--- config.mk ---
export PLATFORM = sky130hd
export DESIGN_NAME = fifo_wr_arbiter
export DESIGN_NICKNAME = d
export VERILOG_FILES = /design/src/rtl/fifo_wr_arb_pkg.sv /design/src/rtl/rr_pick.sv /design/src/rtl/fifo_wr_arbiter.sv
export SDC_FILE = /design/constraint.sdc
export NUM_CORES = 1
export LEC_CHECK = 0
export ABC_CLOCK_PERIOD_IN_PS = 3500
export CAP_MARGIN = 40
export CELL_PAD_IN_SITES_DETAIL_PLACEMENT = 1
export CELL_PAD_IN_SITES_GLOBAL_PLACEMENT = 2
export CORE_MARGIN = 2
export CORE_UTILIZATION = 35
export CTS_CLUSTER_DIAMETER = 100
export DETAILED_ROUTE_END_ITERATION = 6
export DONT_BUFFER_PORTS = 1
export PLACE_DENSITY_LB_ADDON = 0.1
export SYNTH_ARGS = -nofsm -noshare
export SYNTH_HDL_FRONTEND = slang
export SYNTH_HIERARCHICAL = 1
export SYNTH_SLANG_ARGS = --single-unit
--- constraint.sdc ---
create_clock -name clk -period 3.5 [get_ports clk]
set_input_delay 0.175 -clock clk [delete_from_list [all_inputs] [get_ports clk]]
set_output_delay 0.175 -clock clk [all_outputs]
set_load 0.005 [all_outputs]
--- src/rtl/fifo_wr_arb_pkg.sv ---
// Shared types and sizing helpers for the FIFO write arbiter.
package fifo_wr_arb_pkg;

    typedef enum logic {
        StIdle  = 1'b0,
        StBurst = 1'b1
    } arb_state_e;

    // Same sizing rule as SynFifo uses for its usedw port.
    function automatic int clogb2(input int value);
        int v;
        int r;
        v = value - 1;
        r = 0;
        while (v > 0) begin
            v = v >> 1;
            r = r + 1;
        end
        return r;
    endfunction

    // Requester ID width; never narrower than one bit.
    function automatic int calc_idw(input int num_req);
        return (num_req <= 2) ? 1 : clogb2(num_req);
    endfunction

endpackage

--- src/rtl/rr_pick.sv ---
// Combinational round-robin picker: first asserted request at or above ptr_i, with wrap.
module rr_pick #(
    parameter int N  = 4,
    parameter int IW = 2
) (
    input  logic [N-1:0]  req_i,
    input  logic [IW-1:0] ptr_i,
    output logic          found_o,
    output logic [IW-1:0] idx_o
);

    function automatic logic [IW-1:0] wrap_idx(input logic [IW-1:0] base, input int off);
        int s;
        s = int'(base) + off;
        if (s >= N) s = s - N;
        return IW'(s);
    endfunction

    // Scan from the farthest offset down so the nearest candidate is written last and wins.
    always_comb begin
        found_o = 1'b0;
        idx_o   = '0;
        for (int i = N - 1; i >= 0; i--) begin
            if (req_i[wrap_idx(ptr_i, i)]) begin
                found_o = 1'b1;
                idx_o   = wrap_idx(ptr_i, i);
            end
        end
    end

endmodule

--- src/rtl/fifo_wr_arbiter.sv ---
// Round-robin burst arbiter sharing one SynFifo write port among NUM_REQ requesters.
// Optional per-requester beat counters: define FIFO_WR_ARB_STATS_EN.
module fifo_wr_arbiter
    import fifo_wr_arb_pkg::*;
#(
    parameter int NUM_REQ    = 4,
    parameter int DATA_WIDTH = 8,
    parameter int FIFO_DEPTH = 256,
    parameter int MAX_BURST  = 16,
    localparam int IDW = calc_idw(NUM_REQ),
    localparam int UW  = clogb2(FIFO_DEPTH - 1) + 1
) (
    input  logic                          clk,
    input  logic                          arstn,
    input  logic [NUM_REQ-1:0]            req_valid,
    input  logic [NUM_REQ-1:0]            req_last,
    input  logic [NUM_REQ*DATA_WIDTH-1:0] req_data,
    output logic [NUM_REQ-1:0]            req_ready,
    output logic [DATA_WIDTH+IDW-1:0]     fifo_data_in,
    output logic                          fifo_wrreq,
    input  logic                          fifo_full,
    input  logic [UW-1:0]                 fifo_usedw,
    output logic [IDW-1:0]                grant_id,
    output logic                          busy
`ifdef FIFO_WR_ARB_STATS_EN
    ,
    input  logic [IDW-1:0]                stat_sel,
    output logic [31:0]                   stat_cnt
`endif
);

    localparam int CW = clogb2(MAX_BURST) + 1;
    localparam logic [CW-1:0]  LastBeat = CW'(MAX_BURST - 1);
    localparam logic [IDW-1:0] LastId   = IDW'(NUM_REQ - 1);
    localparam logic [UW:0]    Depth    = (UW + 1)'(FIFO_DEPTH);
    localparam logic [UW:0]    BurstMin = (UW + 1)'(MAX_BURST);

    arb_state_e      state_q;
    logic [IDW-1:0]  rr_ptr_q;
    logic [IDW-1:0]  grant_id_q;
    logic [CW-1:0]   beat_cnt_q;
    logic            busy_q;

    logic                  pick_found;
    logic [IDW-1:0]        pick_idx;
    logic [UW:0]           free;
    logic                  admit;
    logic                  in_burst;
    logic                  sel_valid;
    logic                  sel_last;
    logic [DATA_WIDTH-1:0] sel_data;
    logic                  accept;
    logic                  burst_end;
    logic [IDW-1:0]        next_ptr;

    rr_pick #(
        .N  (NUM_REQ),
        .IW (IDW)
    ) u_rr_pick (
        .req_i   (req_valid),
        .ptr_i   (rr_ptr_q),
        .found_o (pick_found),
        .idx_o   (pick_idx)
    );

    // Admission, granted-lane selection and burst-end detection.
    always_comb begin
        free      = Depth - {1'b0, fifo_usedw};
        admit     = free >= BurstMin;
        in_burst  = (state_q == StBurst);
        sel_valid = req_valid[grant_id_q];
        sel_last  = req_last[grant_id_q];
        sel_data  = req_data[grant_id_q * DATA_WIDTH +: DATA_WIDTH];
        accept    = in_burst && sel_valid && !fifo_full;
        burst_end = accept && (sel_last || (beat_cnt_q == LastBeat));
        next_ptr  = (grant_id_q == LastId) ? '0 : grant_id_q + IDW'(1);
    end

    // Zero-latency pass-through of the granted lane to the FIFO write port.
    always_comb begin
        req_ready = '0;
        if (in_burst && !fifo_full) req_ready[grant_id_q] = 1'b1;
        fifo_wrreq   = accept;
        fifo_data_in = {grant_id_q, sel_data};
    end

    // Arbitration FSM; rr_ptr only moves when a burst completes.
    always_ff @(posedge clk) begin
        if (!arstn) begin
            state_q    <= StIdle;
            rr_ptr_q   <= '0;
            grant_id_q <= '0;
            beat_cnt_q <= '0;
            busy_q     <= 1'b0;
        end else begin
            unique case (state_q)
                StIdle: begin
                    if (pick_found && admit) begin
                        grant_id_q <= pick_idx;
                        beat_cnt_q <= '0;
                        busy_q     <= 1'b1;
                        state_q    <= StBurst;
                    end
                end
                StBurst: begin
                    if (burst_end) begin
                        state_q    <= StIdle;
                        busy_q     <= 1'b0;
                        rr_ptr_q   <= next_ptr;
                        beat_cnt_q <= '0;
                    end else if (accept) begin
                        beat_cnt_q <= beat_cnt_q + CW'(1);
                    end
                end
            endcase
        end
    end

    assign grant_id = grant_id_q;
    assign busy     = busy_q;

`ifdef FIFO_WR_ARB_STATS_EN
    logic [31:0] stat_q [NUM_REQ];
    logic [31:0] stat_cnt_q;

    // Saturating per-requester beat counters with a registered read port.
    always_ff @(posedge clk) begin
        if (!arstn) begin
            for (int i = 0; i < NUM_REQ; i++) stat_q[i] <= '0;
            stat_cnt_q <= '0;
        end else begin
            if (accept && (stat_q[grant_id_q] != '1)) begin
                stat_q[grant_id_q] <= stat_q[grant_id_q] + 32'd1;
            end
            stat_cnt_q <= (int'(stat_sel) < NUM_REQ) ? stat_q[stat_sel] : '0;
        end
    end

    assign stat_cnt = stat_cnt_q;
`endif

endmodule

==> impl_metrics.py <==
metrics = {
    "status": {
        "status": "finished clean",
    },
    "placed_design": {
        "placed_area_sq_um": 1030,
        "place_congestion": 0.760,
        "dp.cells": 138,
        "io_buffer_count": 0,
        "dpl.hpwl_um": 2010,
    },
    "worst_setup_path": {
        "path_buf_inv": 0,
        "critPathKind": "reg2reg",
        "slowest_delay_ns": 0.80,
        "start_kind": "flip-flop",
        "worst_setup_path_end_kind": "flip-flop",
        "critical_path_arrival_ns": 2.28,
        "cp_top_family": "flip-flops",
        "cp_max_fo": 18,
        "crit_required_ns": 3.70,
        "cpMaxStageDelayCell": "dfxtp_1",
        "cp_cell_sequence": "mux2i_1, o22a_1, or4_1, a21oi_1",
    },
    "synth": {
        "synth.cell_area_sq_um": 1020,
        "yosys_warnings": 6,
        "yosysTopAreaCell": "dfxtp_1",
        "yosysUniqueCellTypes": 40,
        "synth_top_area_share_pct": 21.6,
        "synthArstFlopShare_pct": 0,
        "synthCells": 113,
        "syn-mean-instance-area_sq_um": 9.04,
        "postSynthNetCount": 171,
        "ys_ff_latch": 11,
        "synthTopCellsByArea": "dfxtp_1 22%, mux4_2 18%, ha_1 7.4%",
        "synth_edf_count": 0,
        "ys.flop_type": "dfxtp_1",
        "seq_area_frac_synth_pct": 21.6,
    },
    "sta": {
        "fin_crit_ns": 2.08,
        "finClkSkew_ns": 0.00305,
        "finalCritPeriodShare_pct": 59.5,
        "drv_slew": 0,
        "setup_viol": 0,
        "hold_viol": 0,
        "relSlewSlack_pct": 50.8,
        "rsz0062_at_grt": "false",
        "fmax_ghz": 0.480,
        "worst_slew_pin_slew_ns": 0.737,
        "holdWs_ns": 0.0463,
        "tns_ns": 0,
    },
    "clock_network": {
        "ctsHoldBuffers": 0,
        "clock_path_buffers": 2,
        "cts_tree": "yes",
        "cts-root-buf": "clkbuf_4",
        "htree_levels": 1,
        "cts.repair.resized": 0,
        "cts-buffers-inserted": 3,
        "clkSinkCount": 11,
        "clk_latency_ns": 0.27,
        "cts_setup_buffers": 0,
        "clk_transition_reported_paths_ns": 0.07,
    },
    "grt": {
        "grt_max_degree": 19,
        "grt.busiest_layer": "met2",
        "met1_usage_pct": 17.9,
        "grt_first_pass_wirelength_um": 3840,
        "gr-total-overflow": 0,
        "grt_util_met3_pct": 3.79,
        "grt_pass1_vias": 861,
        "track_usage_pct": 14.6,
        "antenna_found_initial": 0,
        "grt_use_met2_pct": 24.4,
    },
    "cells_and_area": {
        "multiInputGateArea_sq_um": 734,
        "fin_cells": 142,
        "regArea_sq_um": 220,
        "layout-drive-gt1-share_pct": 12.6,
        "fill_cells": 329,
        "area.growth.synth_to_final_pct": 3.55,
        "layout_commonest_cell": "dfxtp_1",
        "layout_common_cells": "11 x dfxtp_1, 8 x mux4_2, 7 x nor2_1, 7 x nand2_1",
        "diodes": 0,
        "fin_area_sq_um": 1060,
        "layout.nets": 170,
    },
    "routing": {
        "avgRoutedWirePerCell_um": 17.7,
        "drc_errors": 0,
        "drtAntennaViolNets": 0,
        "wl_um": 2520,
        "drtPass1Iterations": 4,
        "vias_per_cell": 6.46,
        "drt-initial-drc-count": 36,
        "vias": 917,
    },
    "floorplan": {
        "design.core.area_sq_um": 2760,
        "die-area_sq_um": 3370,
        "num_rows": 19,
        "dieWidth_um": 58.0,
        "die-height_um": 58.0,
        "io_pins": 70,
        "initial_core_util_pct": 37.0,
    },
    "worst_hold_path": {
        "hp-class": "in2reg",
    },
    "flow_run": {
        "cap_violations": 0,
    },
    "power": {
        "leakagePower_nw": 0.361,
        "peakVddDrop_mv": 0.157,
        "power.density_nw_per_um2": 286,
    },
}
## synthesized netlist by cell type, drive strengths merged, types with 2 or more instances
cell type and number:
dfxtp 11, mux4 8, nand2 7, nor2 7, ha 6, inv 6
o21ai 6, a21oi 5, buf 5, mux2i 5, nand3 5, and2 4
nand2b 4, a211oi 3, a31oi 3, nor2b 3, clkbuf 2, nand4 2
o2111ai 2, o22ai 2, or3b 2
## worst reg2reg max path, delay by kind of cell, from the launching register on
family | cells | cell delay, ns
mux | 1 | 0.18
compound gates | 2 | 0.52
simple gates | 1 | 0.52
flops | 1 | 0.80
## sequential cells by signal (all words and copies together), names as in the netlist
name / count
beat_cnt_q: 5
grant_id: 2
rr_ptr_q: 2
busy: 1
in_burst: 1
## layout make-up
cell class                 instances  area share, %
tap                               31           3.67
timing repair buffer               1           1.42
sequential                        11           20.8
clock buffer                       4           2.49
multi-input combinational         89           69.5
inverter                           6           2.13
## cell families (layout without fill, tap and decap cells)
family,count (synthesis),count (layout),synth area share (%)
compound gates,27,27,18.0
fa+ha+maj,6,6,7.35
buf+inv,13,11,6.49
flops,11,11,21.6
mux,13,13,22.5
simple gates,43,43,24.0
## worst paths after layout
check / start / to / slack [ns] / cells past startpoint
min reg2reg: beat_cnt_q[4] / beat_cnt_q[4] / 0.48 / 2
max reg2reg: grant_id[1] / rr_ptr_q[0] / 1.42 / 4
min: arstn / busy / 0.05 / 2
max: grant_id[1] / rr_ptr_q[0] / 1.42 / 4
## per-layer routing
metal / share of wire (%) / routed length, um
met1: 41 / 1030
met3: 9.2 / 231
met4: 1.2 / 31
met2: 49 / 1230
met5: 0 / 0
## stage by stage
step                      power (mW)  setup slack (ns)  util (%)
after CTS                      0.309              1.37      38.3
after global routing           0.328              1.21      38.3
after global placement         0.217              1.42      36.8
after detailed placement       0.221              1.38      37.4
after floorplan                0.209              1.66         -
final                          0.303              1.42      38.3
## where the power goes
part	internal (mW)	switching, mW
combinational	0.0381	0.0386
sequential	0.130	0.00953
clock	0.0441	0.0418
total	0.213	0.0899
Power figures use the tool's default switching activity.
